[config.mk]
export PLATFORM = sky130hd
export DESIGN_NAME = alu_issue_stage
export DESIGN_NICKNAME = d
export VERILOG_FILES = /design/src/rtl/alu_issue_stage.sv
export SDC_FILE = /design/constraint.sdc
export NUM_CORES = 1
export LEC_CHECK = 0
export ABC_AREA = 1
export CAP_MARGIN = 5
export CORE_ASPECT_RATIO = 0.6
export CORE_UTILIZATION = 35
export CTS_BUF_LIST = sky130_fd_sc_hd__clkbuf_2 sky130_fd_sc_hd__clkbuf_4 sky130_fd_sc_hd__clkbuf_8
export CTS_CLUSTER_SIZE = 16
export DETAILED_ROUTE_END_ITERATION = 7
export GPL_ROUTABILITY_DRIVEN = 0
export PLACE_DENSITY = 0.7
export SYNTH_ARGS = -nofsm -noshare
export SYNTH_HDL_FRONTEND = slang
export SYNTH_SLANG_ARGS = --single-unit
[constraint.sdc]
create_clock -name clk -period 1.9 [get_ports clk]
set_input_delay 0.285 -clock clk [delete_from_list [all_inputs] [get_ports clk]]
set_output_delay 0.285 -clock clk [all_outputs]
set_load 0.02 [all_outputs]
[src/rtl/alu_issue_stage.sv]
`default_nettype none
// ============================================================================
// Module   : alu_issue_stage
// Purpose  : Two-stage valid/ready issue/result pipeline around a combinational
//            ALU, with operand forwarding from the previous op's result.
// Revision : 1.0 - initial release
// ============================================================================
module alu_issue_stage #(
  parameter int DATA_WIDTH       = 32,
  parameter int ALUControl_WIDTH = 3,
  parameter int CNT_WIDTH        = 16
) (
  input  logic                        clk,
  input  logic                        rst_n,
  input  logic                        in_valid,
  output logic                        in_ready,
  input  logic [ALUControl_WIDTH-1:0] in_ctrl,
  input  logic [DATA_WIDTH-1:0]       in_a,
  input  logic [DATA_WIDTH-1:0]       in_b,
  input  logic                        in_fwd_a,
  input  logic                        in_fwd_b,
  output logic [ALUControl_WIDTH-1:0] ALUControl,
  output logic [DATA_WIDTH-1:0]       SrcA,
  output logic [DATA_WIDTH-1:0]       SrcB,
  input  logic [DATA_WIDTH-1:0]       ALUResult,
  input  logic                        zero,
  output logic                        out_valid,
  input  logic                        out_ready,
  output logic [DATA_WIDTH-1:0]       out_result,
  output logic                        out_zero,
  output logic [ALUControl_WIDTH-1:0] out_ctrl,
  output logic [CNT_WIDTH-1:0]        op_count
);

  logic                        s1_valid;
  logic [ALUControl_WIDTH-1:0] s1_ctrl;
  logic [DATA_WIDTH-1:0]       s1_a;
  logic [DATA_WIDTH-1:0]       s1_b;

  logic                        s2_valid;
  logic [DATA_WIDTH-1:0]       s2_result;
  logic                        s2_zero;
  logic [ALUControl_WIDTH-1:0] s2_ctrl;

  logic [DATA_WIDTH-1:0]       last_result;
  logic [CNT_WIDTH-1:0]        count;

  logic                        s2_adv;
  logic                        s1_load;
  logic                        handoff;
  logic [DATA_WIDTH-1:0]       fwd_src;
  logic [DATA_WIDTH-1:0]       op_a;
  logic [DATA_WIDTH-1:0]       op_b;

  assign s2_adv   = s1_valid && (!s2_valid || out_ready);
  assign in_ready = !s1_valid || s2_adv;
  assign s1_load  = in_valid && in_ready;
  assign handoff  = s2_valid && out_ready;

  // An op still in stage 1 has not reached last_result yet, so its live ALU
  // output is the newest value to forward.
  assign fwd_src = s1_valid ? ALUResult : last_result;
  assign op_a    = in_fwd_a ? fwd_src : in_a;
  assign op_b    = in_fwd_b ? fwd_src : in_b;

  always_ff @(posedge clk or negedge rst_n) begin
    if (!rst_n) begin
      s1_valid <= 1'b0;
      s1_ctrl  <= '0;
      s1_a     <= '0;
      s1_b     <= '0;
    end else if (s1_load) begin
      s1_valid <= 1'b1;
      s1_ctrl  <= in_ctrl;
      s1_a     <= op_a;
      s1_b     <= op_b;
    end else if (s2_adv) begin
      s1_valid <= 1'b0;
    end
  end

  always_ff @(posedge clk or negedge rst_n) begin
    if (!rst_n) begin
      s2_valid    <= 1'b0;
      s2_result   <= '0;
      s2_zero     <= 1'b0;
      s2_ctrl     <= '0;
      last_result <= '0;
    end else if (s2_adv) begin
      s2_valid    <= 1'b1;
      s2_result   <= ALUResult;
      s2_zero     <= zero;
      s2_ctrl     <= s1_ctrl;
      last_result <= ALUResult;
    end else if (handoff) begin
      s2_valid    <= 1'b0;
    end
  end

  // Saturating completed-op counter.
  always_ff @(posedge clk or negedge rst_n) begin
    if (!rst_n) begin
      count <= '0;
    end else if (handoff && (count != {CNT_WIDTH{1'b1}})) begin
      count <= count + 1'b1;
    end
  end

  assign ALUControl = s1_ctrl;
  assign SrcA       = s1_a;
  assign SrcB       = s1_b;
  assign out_valid  = s2_valid;
  assign out_result = s2_result;
  assign out_zero   = s2_zero;
  assign out_ctrl   = s2_ctrl;
  assign op_count   = count;

endmodule
`default_nettype wire
=== Yosys cells after proc, flatten, opt, wreduce, memory -nomap -nowiden ===
Cells that the tools add are included.

* Add/sub/neg operators: 1
* Eq/ne operators: 1
* Mux-type cells: 7
* Reduce and logical (&&, ||, !) cells: 10

{| class="wikitable"
|+ Operators by type and width
! kind !! count
|-
| $mux W32 || 3
|-
| $add A16 B1 Y16 const B || 1
|-
| $ne A16 B16 Y1 const B || 1
|-
| $logic_and A1 B1 Y1 || 4
|-
| $mux W1 || 4
|-
| $reduce_bool A2 Y1 || 2
|-
| $logic_not A1 Y1 || 2
|-
| $logic_or A1 B1 Y1 || 2
|}

* Register bits after elaboration: 121
* Input bits: 106
* Output and inout bits: 121
* Logic and storage cells: 28

=== Depth between registers and ports, before layout ===
* Word-level depth: 6
* Mapped depth: 9
* Depth with buffers taken out: 9

=== Worst setup path before layout ===
No wires, ideal clock.

* Path type: flip-flop to flip-flop
* Start point: register count[0], in the netlist op_count[0]
* End point: register count[10], in the netlist op_count[10]
* Library setup time: 0.117 ns
* Arrival: 1.468 ns
* Data required time: 1.783 ns
* Setup slack: 0.316 ns
* Cell stages (with the launch flop): 10
* Buffers on the path: 0
* Period minus slack after synthesis: 1.584 ns
* Cells stage by stage: dfrtp_1 -> ha_1 -> nand3_2 -> inv_2 -> nand2_2 -> nor2_4 -> nor2_4 -> clkinv_2 -> nand2_1 -> nand2_1

* Word-level cells in the longest chain between the ends: 2
* Elaborated cells between the ends (all ways): 3
* Those cells by class: add/sub: 1; eq/ne: 1; reduce/logical: 1

{| class="wikitable"
|+ RTL lines
! item !! line !! text
|-
| from (decl) || 46 || <nowiki>logic [CNT_WIDTH-1:0] count;</nowiki>
|-
| from (signal assigned) || 105 || <nowiki>count <= count + 1'b1;</nowiki>
|-
| parallel branches: the longest is 2 deep, another holds $add A16 B1 Y16 || - ||
|}

Several ways; the timed one is not identified.
A chain may end at the register's enable or synchronous reset.

=== Worst setup path after layout ===
* Start point: register count[10], in the netlist op_count[10]
* End point: output port op_count[10]

{| class="wikitable"
|+ RTL lines
! item !! line !! text
|-
| to (decl) || 32 || <nowiki>output logic [CNT_WIDTH-1:0] op_count</nowiki>
|}

No word-level cell between the ends.

==> results.md <==
- WP data arrival: approximately 1.6 ns
- Avg WL per Cell: 15.7 um
- Depth of the worst register-to-register path: 9
- Synth cell types: 25
- Die H: ~100 um
- Clock sinks: approximately 120
- CP endpoint: op_count[10]
- P_leak: 4.03 nW
- Die boundary width: 168 um
- CTS tree: done
- Vias: about 5600
- Gr usage total: 21.9%
- Placed Instances: 1134
- RR Startpoint: op_count[1]$_DFFE_PN0P_
- First-pass GRT wire length: between 20000 and 30000 um
- Highest Clock Rate: approximately 540 MHz
- Switch share: between 30% and 40%
- Critical path depth in cells: 1
- Tightest Pin Transition: 0.752 ns
- Initial DRC Count: approximately 390
- Internal: around 0.0063 W
- Pre-antenna DRT Iters: 4
- Clk buf depth: 2
- Vias in the first global route: 5181
- I/O Pins: about 230
- Worst setup margin: around 0.061 ns
- # diodes: 0
- Pwr Density: 1110 nW/um2
- Worst path top cell family by delay: buffers and inverters
- Max Cap Violations: 0
- Slowest-stage cell, CP: clkdlybuf4s50_1
- Hpwl dp: 12300 um
- # fillers: roughly 1500
- Slew HR: between 40% and 50%
- Crit path kind: reg2out
- Post-route insts no fill: between 1000 and 1500
- Die area: between 15000 and 20000 um2
- Seq cells post-synth: roughly 120
- Clock Pin Slew Worst Setup and Hold Paths: about 0.080 ns
- Post-synth EDFFs: 0
- Pin count of the biggest net entering global routing: between 100 and 150
- Crit-path cells: clkdlybuf4s50_1
- Post-route minimum period: 1.84 ns
- Antenna viol nets, final: 0
- Synthesized area: approximately 5800 um2
- Logic pwr share: ~36%
- RSZ-0062 raised after global routing: no
- PortBufs: roughly 230
- DRC: 0
- Initial antenna violation count: 0
- Post-CTS Repair Setup Buffers: 0
- Clock H-tree levels: 4
- Setup total negative slack: 0 ns
- Ys Warns: 0
- Ys flop type: dfrtp_1
- Post-place setup slack: around 0.15 ns
- Mapped Avg Cell Area: about 8 um2
- Syn Nets: roughly 840
- Flop pwr share: between 30% and 40%
- Post-synthesis sequential area ratio: between 50% and 60%
- Count of final setup violators: 0
- HP Class: in2reg
- Period utilization: 96.8%
- Largest stage delay on the critical path: around 0.65 ns
- Buf/Inv on CP: 1
- Clock skew: between 0.01 and 0.015 ns
- Maximum vdd drop: about 500 uV
- Via/cell ratio: 4.84
- Startpoint Class: flip-flop
- Synth top area share: about 52%
- Site Rows: 36
- CTS buffer count: 17
- Post-synth top cells: nand2_1 (334), dfrtp_1 (121), o21ai_0 (68)
- Initial core utilization: a little over a third
- CP Capture Type: output port
- Layout cells sized above 1: approximately 6.4%
- Status: finished clean
- Worst-Skew Late Latency: 0.43 ns
- Final WL: around 18000 um
- Most area-hungry cell type in the Yosys netlist: dfrtp_1
- Final Core Density: a little over half
- RR Endpoint: op_count[2]$_DFFE_PN0P_
- Async S/R FF share, synth: 100%
- Crit Path Max Fanout: 7
- Core Area: around 16000 um2
- Final Hold Viols: 0
- Crit path required time: 1.62 ns
- Area Growth Syn to Fin: 51.2%
- Max-slew violations: 0
- CTS Root Cell: clkbuf_8
- Count leader, synth: nand2_1
- Clock Power Share: a little over a quarter
- Switch Pwr: roughly 0.0034 W
- Grt ovf: 0
- Syn Inst Count: 729
- Crit path launch: op_count[10]$_DFFE_PN0P_
- Nets: between 1000 and 1500
- Synth area leaders: dfrtp_1 (52%), nand2_1 (22%), o211ai_1 (8.3%)
- Reg2reg setup slack: 0.25 ns
-- per-stage QoR --
| stage | hold slack, ns | cell area (um2) | total power (W) |
|---|---|---|---|
| 6_report | 0.242 | 8780 | 0.00976 |
| 5_1_grt | 0.232 | 8780 | 0.0103 |
| 4_1_cts | 0.218 | 8770 | 0.00985 |
| 3_5_place_dp | 0.439 | 8320 | 0.00717 |
| 3_3_place_gp | 0.443 | 8320 | 0.00712 |
| 2_1_floorplan | -0.0106 | 5810 | 0.00529 |
-- power groups by stage --
stage	combinational, W	clock, W	sequential [W]
finish	0.00353	0.00263	0.00360
global route	0.00382	0.00282	0.00368
CTS	0.00355	0.00270	0.00360
detailed placement	0.00354	0	0.00363
global placement	0.00350	0	0.00363
floorplan	0.00102	0	0.00427
-- placed cells by master (no fill, tap or decap) --
| cell | instances |
|---|---|
| buf_12 | 9 |
| buf_2 | 2 |
| buf_4 | 6 |
| bufinv_16 | 4 |
| clkbuf_4 | 3 |
| clkbuf_8 | 20 |
| clkdlybuf4s50_1 | 221 |
| clkinv_2 | 4 |
| clkinvlp_4 | 1 |
| dfrtp_1 | 120 |
| dfrtp_2 | 1 |
| dlygate4sd3_1 | 1 |
| dlymetal6s2s_1 | 1 |
| ha_1 | 1 |
| inv_1 | 45 |
| inv_2 | 2 |
| mux2_1 | 3 |
| nand2_1 | 334 |
| nand2_2 | 4 |
| nand3_1 | 7 |
| nand3_2 | 2 |
| nand4_1 | 5 |
| nor2_1 | 16 |
| nor2_2 | 1 |
| nor2_4 | 2 |
| o211ai_1 | 64 |
| o21ai_0 | 68 |
| o21ai_1 | 4 |
| xnor2_1 | 2 |
| xor2_1 | 4 |
-- cell families (layout without fill, tap and decap cells) --
kind of cell               after synthesis  after routing  share of synthesized area (%)
and+or+nand+nor                        371            371                           25.0
AOI/OAI and AO/OA                      136            136                           14.5
DFF                                    121            121                           52.2
buffers and inverters                   91            319                           6.62
xor gates and xnor gates                 6              6                          0.905
muxes                                    3              3                          0.582
adders and majority gates                1              1                          0.215
-- worst min path at each step --
stage | depth (start not counted) | startpoint | endpoint
floorplan | 0 | rst_n | ALUControl[0]$_DFFE_PN0P_
global placement | 2 | rst_n | ALUControl[0]$_DFFE_PN0P_
detailed placement | 2 | rst_n | out_ctrl[0]$_DFFE_PN0P_
CTS | 3 | in_fwd_b | SrcB[2]$_DFFE_PN0P_
global route | 3 | in_fwd_b | SrcB[2]$_DFFE_PN0P_
finish | 3 | in_fwd_b | SrcB[2]$_DFFE_PN0P_
-- sequential cells by signal, summed over array words and instances (netlist names) --
name	count
SrcA	32
SrcB	32
last_result	32
op_count	16
ALUControl	3
out_ctrl	3
out_valid	1
out_zero	1
s1_valid	1
-- layer usage --
metal / vias up / track usage [%] / part of all wire [%]
li1: 2781 / - / -
met3: 14 / 6.72 / 8.2
met1: 2631 / 32.4 / 50
met5: - / 0 / 0
met2: 217 / 30.9 / 41
met4: 0 / 5.10 / 0.74
-- layout make-up --
type	instances	area, um2	area share [%]
sequential	121	3030	34.5
timing repair buffer	240	2470	28.1
multi-input combinational	517	2390	27.3
clock buffer	23	298	3.39
tap	209	262	2.98
inverter	48	181	2.07
clock inverter	8	143	1.63
-- tightest hold or removal path: cells and delay by family --
family	cells	cell delay, ns
compound gates	1	0.12
buf+inv	1	0.17
simple gates	1	0.06
-- timing repair --
item                                    CTS  global route
resized for setup                         0             1
hold buffers                              1             0
endpoints found under the setup margin    0             1
hold endpoints to repair                 47             0
(Power assumes the default switching activity.)
